==> src/rtl/boreal_eeg_spi_rx.sv <==
// boreal_eeg_spi_rx
// SPI mode-1 frame reader for a multi-channel EEG ADC. A falling edge on the
// (asynchronous) drdy_n line starts one frame: a 24-bit status word followed by
// NUM_CH 24-bit channel words, MSB first. Only channel CH_SEL is kept and
// published on raw_eeg_out.
//
// Parameters: SCLK_DIV (SCLK half-period in clk cycles, 2..255), NUM_CH,
//             CH_SEL (0..NUM_CH-1).
// Ports:
//   clk, rst_n        system clock, async active-low reset
//   enable            allows new frames to start
//   drdy_n            ADC data-ready (async, active-low)
//   spi_miso          ADC serial data
//   spi_sclk          SPI clock (CPOL=0, CPHA=1)
//   spi_cs_n          chip select, active-low
//   raw_eeg_out       selected channel sample (signed, held between frames)
//   data_valid        1-cycle pulse when raw_eeg_out updates
//   frame_err         1-cycle pulse when a frame is rejected
//   overrun           1-cycle pulse when a drdy_n edge arrives while busy
//   busy              high whenever the FSM is not idle
//
// Optional feature: define BOREAL_STATUS_CHECK_EN to reject frames whose
// status bits [23:20] are not 4'b1100. Without it frame_err is tied low.

module boreal_eeg_spi_rx #(
    parameter int SCLK_DIV = 4,
    parameter int NUM_CH   = 8,
    parameter int CH_SEL   = 0
) (
    input  logic               clk,
    input  logic               rst_n,
    input  logic               enable,
    input  logic               drdy_n,
    input  logic               spi_miso,
    output logic               spi_sclk,
    output logic               spi_cs_n,
    output logic signed [23:0] raw_eeg_out,
    output logic               data_valid,
    output logic               frame_err,
    output logic               overrun,
    output logic               busy
);

    localparam int NBITS  = 24 * (1 + NUM_CH);
    localparam int BW     = $clog2(NBITS + 1);
    localparam int SEL_LO = 24 * (1 + CH_SEL);
    localparam int SEL_HI = SEL_LO + 24;

    typedef enum logic [2:0] {IDLE, CS_SETUP, SHIFT, CS_HOLD, PUBLISH} state_t;

    state_t          state, state_nx;
    logic            sync1, sync2, drdy_prev;
    logic            drdy_fall;
    logic [7:0]      div_cnt;
    logic            div_last;
    logic            half;       // 0: SCLK high half-period, 1: low half-period
    logic [BW-1:0]   bit_cnt;
    logic [23:0]     sample_sr;
    logic            status_ok;
    logic            sample_edge;

    assign drdy_fall   = drdy_prev & ~sync2;
    assign div_last    = (div_cnt == 8'(SCLK_DIV - 1));
    // SCLK high->low transition happens on this edge; ADC data is stable here.
    assign sample_edge = (state == SHIFT) && div_last && !half;

`ifdef BOREAL_STATUS_CHECK_EN
    // Only the checked nibble of the status word is retained; the remaining
    // status bits are clocked through and discarded.
    logic [3:0] status_nib;
    assign status_ok = (status_nib == 4'b1100);
`else
    assign status_ok = 1'b1;
`endif

    // State register
    always_ff @(posedge clk or negedge rst_n) begin
        if (!rst_n) state <= IDLE;
        else        state <= state_nx;
    end

    // Next-state logic
    always_comb begin
        state_nx = state;
        case (state)
            IDLE:     if (drdy_fall && enable) state_nx = CS_SETUP;
            CS_SETUP: if (div_last) state_nx = SHIFT;
            SHIFT:    if (div_last && half && bit_cnt == BW'(NBITS)) state_nx = CS_HOLD;
            CS_HOLD:  if (div_last) state_nx = PUBLISH;
            PUBLISH:  state_nx = IDLE;
            default:  state_nx = IDLE;
        endcase
    end

    // Output logic
    always_comb begin
        spi_cs_n   = !(state == CS_SETUP || state == SHIFT || state == CS_HOLD);
        spi_sclk   = (state == SHIFT) && !half;
        busy       = (state != IDLE);
        data_valid = (state == PUBLISH) && status_ok;
`ifdef BOREAL_STATUS_CHECK_EN
        frame_err  = (state == PUBLISH) && !status_ok;
`else
        frame_err  = 1'b0;
`endif
        // A new edge while any frame is in flight is dropped, never queued.
        overrun    = drdy_fall && (state != IDLE);
    end

    // Synchroniser, divider, bit counter and shift registers
    always_ff @(posedge clk or negedge rst_n) begin
        if (!rst_n) begin
            sync1       <= 1'b1;
            sync2       <= 1'b1;
            drdy_prev   <= 1'b1;
            div_cnt     <= '0;
            half        <= 1'b0;
            bit_cnt     <= '0;
            sample_sr   <= '0;
            raw_eeg_out <= '0;
        end else begin
            sync1     <= drdy_n;
            sync2     <= sync1;
            drdy_prev <= sync2;

            if (state == IDLE || state == PUBLISH || div_last) div_cnt <= '0;
            else                                               div_cnt <= div_cnt + 8'd1;

            if (state != SHIFT)  half <= 1'b0;
            else if (div_last)   half <= ~half;

            if (state == IDLE) begin
                bit_cnt <= '0;
            end else if (sample_edge) begin
                bit_cnt <= bit_cnt + 1'b1;
                if (bit_cnt >= BW'(SEL_LO) && bit_cnt < BW'(SEL_HI))
                    sample_sr <= {sample_sr[22:0], spi_miso};
            end

            // Loaded on entry to PUBLISH so the new value coincides with data_valid.
            if (state == CS_HOLD && div_last && status_ok)
                raw_eeg_out <= sample_sr;
        end
    end

`ifdef BOREAL_STATUS_CHECK_EN
    always_ff @(posedge clk or negedge rst_n) begin
        if (!rst_n)                             status_nib <= '0;
        else if (sample_edge && bit_cnt < BW'(4)) status_nib <= {status_nib[2:0], spi_miso};
    end
`endif

endmodule

==> config.mk <==
export PLATFORM = sky130hd
export DESIGN_NAME = boreal_eeg_spi_rx
export DESIGN_NICKNAME = d
export VERILOG_FILES = /design/src/rtl/boreal_eeg_spi_rx.sv
export SDC_FILE = /design/constraint.sdc
export NUM_CORES = 1
export LEC_CHECK = 0
export CAP_MARGIN = 10
export CORE_UTILIZATION = 50
export DETAILED_ROUTE_END_ITERATION = 10
export PLACE_DENSITY_LB_ADDON = 0.08
export SYNTH_ARGS = -nofsm -noshare
export SYNTH_HDL_FRONTEND = slang
export SYNTH_SLANG_ARGS = --single-unit
export TNS_END_PERCENT = 100
==> constraint.sdc <==
create_clock -name clk -period 2.9 [get_ports clk]
set_clock_uncertainty 0.15 [all_clocks]
set_input_delay 0.58 -clock clk [delete_from_list [all_inputs] [get_ports clk]]
set_output_delay 0.58 -clock clk [all_outputs]
set_load 0.05 [all_outputs]
==> results.ini, run 1 <==
[status]
status = completed

[global_routing]
grt_pass1_wl_um = 8140
grtUsageTotal_pct = 17.4
grt_max_degree = 72
grt_pass1_vias = 1691
overflow = 0
antenna_found_initial = 0

[floorplan]
ioPinCount = 35
dieArea_mm2 = 0.00622
rows = 27
core_area_mm2 = 0.00561
initial_utilization_pct = 52.7
chipWidth_um = 78.9
die_y_um = 78.9

[final_layout]
fillers = 463
fin_cells = 328
layout-drive-gt1-share_pct = 30.1
antenna_cells = 0
fin_util_pct = 63.1
fin_area_mm2 = 0.00354
synthToLayoutAreaGrowth_pct = 19.7
nets = 259

[synth]
synth_cells = 210
yosysWarnings = 0
ys_types = 34
synth.mux.area_fraction_pct = 19.0
async_reset_ff_share_pct = 100
yosysSeqAreaShare_pct = 60.2
synth_most_common_cell = dfrtp_1
syn_nets = 218
yosys-top-cells-area = dfrtp_1, mux2_2, dfstp_2
synth_fa_ha_area_share_pct = 1.27
synth_ff_type = dfrtp_1
syn_area_mm2 = 0.00296
syn_area_per_cell_um2 = 14.1
ys_ff_latch = 71
synth_edf_count = 0
synth-simple-area-share_pct = 11.4
synth_compound_area_share_pct = 2.03
ys_top_cells_by_count = dfrtp_1, mux2_2, nor2_1
yosys.area.top_type = dfrtp_1
synth_xor_area_share_pct = 3.26
synth_top_family_by_area = multiplexers
synth_top_area_share_pct = 57.6

[route]
num_vias = 1731
drc = 0
first_pass_iters = 4
drt_iter0_markers = 81
wirelength_um = 4770
ant_nets = 0
post_drt_wl_per_cell_um = 14.5
vias_per_cell = 5.28

[cts]
cts_setup_buffers = 0
cts_tree = built
post_cts_resized = 0
cts_buffers = 9
postCtsHoldBufs = 0
root_buffer = clkbuf_8
clk_latency_ns = 0.33
cts.sinks = 71
clkTransAtPathRegs_ns = 0.07
cts_buffer_depth = 2
cts_max_level = 3

[power]
p_sw_share_pct = 30.3
p_sw_mw = 0.702
p_int_mw = 1.61
clkPwrFrac_pct = 32.3
vdd_drop_max_v = 0.000363
powerDensity_mw_per_mm2 = 654
power.total_mw = 2.31
pwr-share-comb_pct = 19.3
p_leak_nw = 1.69
seq_power_share_pct = 48.3

[timing]
tightest_slew_ns = 0.580
slew_headroom_pct = 61.2
timing.final.crit_share_pct = 94.5
setup_viol = 0
timing.final.ws_setup_ns = 0.161
clock.fmax_mhz = 365
slew_violations = 0
timing.hold.ws_ns = 0.105
tns_ns = 0
rsz0062_at_grt = false
period_needed_ns = 2.74
hold_viol_final = 0

[setup_path]
cp_cell_sequence = nor4b_4 -> clkdlybuf4s50_1
rr_endpoint = sample_sr[13]
worst_setup_path_start_kind = register
crit_type = register to primary output
required_ns = 2.17
cpMaxStageDelayCell = clkdlybuf4s50_1
crit_arrival_ns = 2.01
reg2reg_from = div_cnt[0]
r2r_slack_ns = 0.51
reg2reg_depth = 6
crit_fanout = 10
cpPeakStageDelay_ns = 0.84
cp-end-kind = primary output

[placed_design]
place_hpwl_um = 3010
port_buffers = 33
place_ws_ns = 0.508
gp_congestion = 0.797
dp.cells = 312
placed_area_mm2 = 0.00336

[flow_run]
cap_violations = 0

[min_path]
worstHoldPathType = primary input to asynchronous set/reset pin

[registers in the layout, summed over array words and instances (netlist names)]
register / cells
div_cnt: 8
state: 3
sync1: 1
half: 1
drdy_prev: 1
sync2: 1
raw_eeg_out: 24
sample_sr: 24
bit_cnt: 8
[kinds of logic (layout without fill, tap and decap cells)]
logic type / Yosys count / count (layout)
adder cells (fa/ha/maj): 3 / 3
other: 1 / 1
AO/OA/AOI/OAI: 10 / 10
flip-flops: 71 / 71
buffers and inverters: 13 / 59
XOR/XNOR: 11 / 11
AND/OR/NAND/NOR: 51 / 51
multiplexers: 50 / 50
[how the worst max path moves through the flow]
stage / from / endpoint / slack, ns / cells past startpoint
after floorplan: state[0] / sample_sr[10] / 0.19 / 6
after global placement: state[0] / spi_sclk / 0.52 / 2
after CTS: state[0] / spi_sclk / 0.14 / 2
final: state[0] / spi_sclk / 0.16 / 2
after detailed placement: state[0] / spi_sclk / 0.51 / 2
after global routing: state[0] / spi_sclk / 0.05 / 2
[area by class of cell]
cell class                      instances  area, µm²  share of cell area [%]
Inverter                                5       18.8                   0.530
Multi-Input combinational cell        126       1100                    31.0
Clock buffer                           13        139                    3.93
Timing Repair Buffer                   38        370                    10.5
Sequential cell                        71       1780                    50.3
Clock inverter                          3       43.8                    1.24
Tap cell                               72       90.1                    2.55
[worst max-delay path, delay by kind of cell (launching register included)]
family                 cells  cell delay (ns)
buffers and inverters      1             0.84
and+or+nand+nor            1             0.33
DFF                        1             0.50
[power by group through the flow]
stage          clock [mW]  sequential (mW)  combinational [mW]
2_1_floorplan           0             1.09               0.363
3_3_place_gp            0             1.14               0.449
3_5_place_dp            0             1.14               0.452
4_1_cts             0.771             1.12               0.456
5_1_grt             0.810             1.13               0.490
6_report            0.748             1.12               0.448
[layer usage]
layer	share of wire, %	track usage, %
met1	48	24.3
met2	46	24.5
met3	3.9	4.83
met4	2.1	9.27
met5	0	0
[placed cells by master (no fill, tap or decap), drive strengths merged]
cell,Yosys,final
and2,2,2
a211oi,2,2
and3,4,4
bufinv,0,1
o21ai,3,3
mux2,49,49
a21oi,3,3
clkinv,0,2
clkbuf,0,13
nand2,5,5
ha,3,3
nor4,3,3
o21bai,2,2
nor2b,1,1
nand3,8,8
nor4b,1,1
buf,8,8
nand4,6,6
dfstp,3,3
or3,3,3
nor2,12,12
inv,5,5
clkdlybuf4s50,0,30
xnor2,3,3
nor3b,4,4
nor4bb,1,1
conb,1,1
mux2i,1,1
dfrtp,68,68
xor2,8,8
nor3,1,1
(Power assumes the default switching activity.)
==> run 2, diff against run 1 <==
Settings changed: GPL_TIMING_DRIVEN set to 0, RECOVER_POWER set to 25.
==> run 2 against run 1 <==
The flow now finishes with violations (max-capacitance violations, max-slew violations). First-iteration DRC count increased by 41%. Cell count increased by 0.91%. Sequential power decreased by 4%. Flip-flop and latch count unchanged. Fmax decreased by 0.57%. Routed wire length increased by 0.40%. Critical path depth increased by 1. Critical path type unchanged. Largest power group unchanged. Highest routed layer unchanged.
==> results.ini, run 2 (synthesized netlist as in run 1, its figures left out) <==
[status]
status = finished, violations left
violations = max-capacitance violations, max-slew violations

[timing]
tightest_slew_ns = 1.71  ; +1.13 ns
rsz0062_at_grt = false
timing.hold.ws_ns = 0.207  ; +0.102 ns
slew_headroom_pct = -14.0  ; -75 points
period_needed_ns = 2.75  ; +0.0157 ns
timing.final.ws_setup_ns = 0.145  ; -0.0157 ns
clock.fmax_mhz = 363  ; -0.57%
setup_viol = 0  ; unchanged
timing.final.crit_share_pct = 95.0  ; +0.54 points
slew_violations = 72  ; +72
tns_ns = 0  ; unchanged
hold_viol_final = 0  ; unchanged

[flow_run]
cap_violations = 1  ; +1

[placed_design]
place_ws_ns = -0.0565  ; -0.565 ns
place_hpwl_um = 3120  ; +3.6%
gp_congestion = 0.752  ; -5.6%
dp.cells = 315  ; +0.96%
port_buffers = 33  ; unchanged
placed_area_mm2 = 0.00337  ; +0.56%

[power]
p_leak_nw = 1.72  ; +1.5%
vdd_drop_max_v = 0.000370  ; +2.1%
powerDensity_mw_per_mm2 = 657  ; +0.42%
power.total_mw = 2.35  ; +1.4%

[final_layout]
regArea_mm2 = 0.00178  ; unchanged
fin_util_pct = 63.7  ; +0.65 points
layout_commonest_cell = dfrtp_1
layout-drive-gt1-share_pct = 30.9  ; +0.81 points
fillers = 454  ; -1.9%
fin_area_mm2 = 0.00357  ; +1.0%
nets = 262  ; +1.2%
synthToLayoutAreaGrowth_pct = 20.9
reg_top3 = raw_eeg_out (24), sample_sr (24)
multiInputGateArea_mm2 = 0.00111  ; +1.0%
layout_common_cells = dfrtp_1, mux2_2, clkdlybuf4s50_1
antenna_cells = 0  ; unchanged
fin_cells = 331  ; +0.91%

[route]
wirelength_um = 4780  ; +0.40%
dr_wl_met3_um = 171  ; -8.1%
ant_nets = 0  ; unchanged
drc = 0  ; unchanged
topRoutingLayerUsed = met4
post_drt_wl_per_cell_um = 14.5  ; -0.51%
num_vias = 1713  ; -1.0%
vias_per_cell = 5.18  ; -1.9%
m1WireLength_um = 2390  ; +4.8%
first_pass_iters = 4  ; unchanged
drt_iter0_markers = 114  ; +41%
routed-wl-met2_um = 2120  ; -3.8%

[setup_path]
reg2reg_from = div_cnt[0]
crit_fanout = 8  ; -2
crit_type = register to primary output
r2r_slack_ns = 0.36  ; -0.15 ns
reg2reg_depth = 6  ; unchanged
crit_arrival_ns = 2.02  ; about the same
rr_endpoint = sample_sr[13]
cp-end-kind = primary output
required_ns = 2.17  ; about the same
worst_setup_path_start_kind = register

[global_routing]
overflow = 0  ; unchanged
grt_max_degree = 72  ; unchanged
grt_pass1_wl_um = 8300  ; +1.9%
grtUsageTotal_pct = 17.6  ; +0.20 points
antenna_found_initial = 0  ; unchanged
grt_pass1_vias = 1702  ; +0.65%

[cts]
cts_tree = built
clk_latency_ns = 0.34  ; about the same
cts.sinks = 71  ; unchanged
cts_buffers = 9  ; unchanged
cts_max_level = 3  ; unchanged
root_buffer = clkbuf_8
clkTransAtPathRegs_ns = 0.08  ; about the same
cts_setup_buffers = 0  ; unchanged
cts_buffer_depth = 2  ; unchanged

[floorplan]
rows = 27  ; unchanged
die_y_um = 78.9  ; unchanged
core_area_mm2 = 0.00561  ; unchanged
initial_utilization_pct = 52.7  ; unchanged
ioPinCount = 35  ; unchanged
dieArea_mm2 = 0.00622  ; unchanged
chipWidth_um = 78.9  ; unchanged

[min_path]
holdPathStages = 0
hold_end = sync2
worstHoldPathType = register to register
hp-start = sync1

## run 2: routing by layer
metal,vias to the layer above,GRT usage [%]
met5,-,0
met4,0,9.82
met3,10,3.68
met2,26,25.0
met1,854,25.1
li1,823,-
## run 2: critical path: stages, from the launching register on
cell and delay (ns):
dfrtp_1 0.52, nor3_4 0.11, nor3b_1 0.22, clkdlybuf4s50_1 0.84
## run 2: report_power, final
part / leakage [nW] / total (mW) / internal [mW] / switching, mW
Clock: 0.100 / 0.766 / 0.417 / 0.348
Sequential: 0.973 / 1.08 / 1.04 / 0.0449
Combinational: 0.646 / 0.497 / 0.180 / 0.317
Total: 1.72 / 2.35 / 1.64 / 0.710
## run 2: cell type report
| type | instances | share of cell area [%] |
|---|---|---|
| buffer | 8 | 1.72 |
| clock buffer | 12 | 4.06 |
| clock inverter | 4 | 1.26 |
| inverter | 5 | 0.525 |
| multi-input combinational | 126 | 31.0 |
| sequential | 71 | 49.8 |
| tap | 72 | 2.52 |
| timing repair buffer | 33 | 9.14 |
## run 2: worst max-delay path by stage
| stage | depth (start not counted) | from | to | slack, ns |
|---|---|---|---|---|
| after floorplan | 6 | state[0] | sample_sr[10] | 0.19 |
| after global placement | 1 | rst_n | raw_eeg_out[16] | -1.36 |
| final | 3 | state[2] | overrun | 0.15 |
| after CTS | 4 | state[1] | busy | 0.08 |
| after detailed placement | 4 | state[1] | busy | -0.06 |
| after global routing | 3 | state[2] | overrun | 0.0007 |
## run 2: what timing repair did
action | 4_1_cts | 5_1_grt
resized for setup | 3 | 1
setup endpoints to repair | 3 | 1
hold buffers | 0 | 0
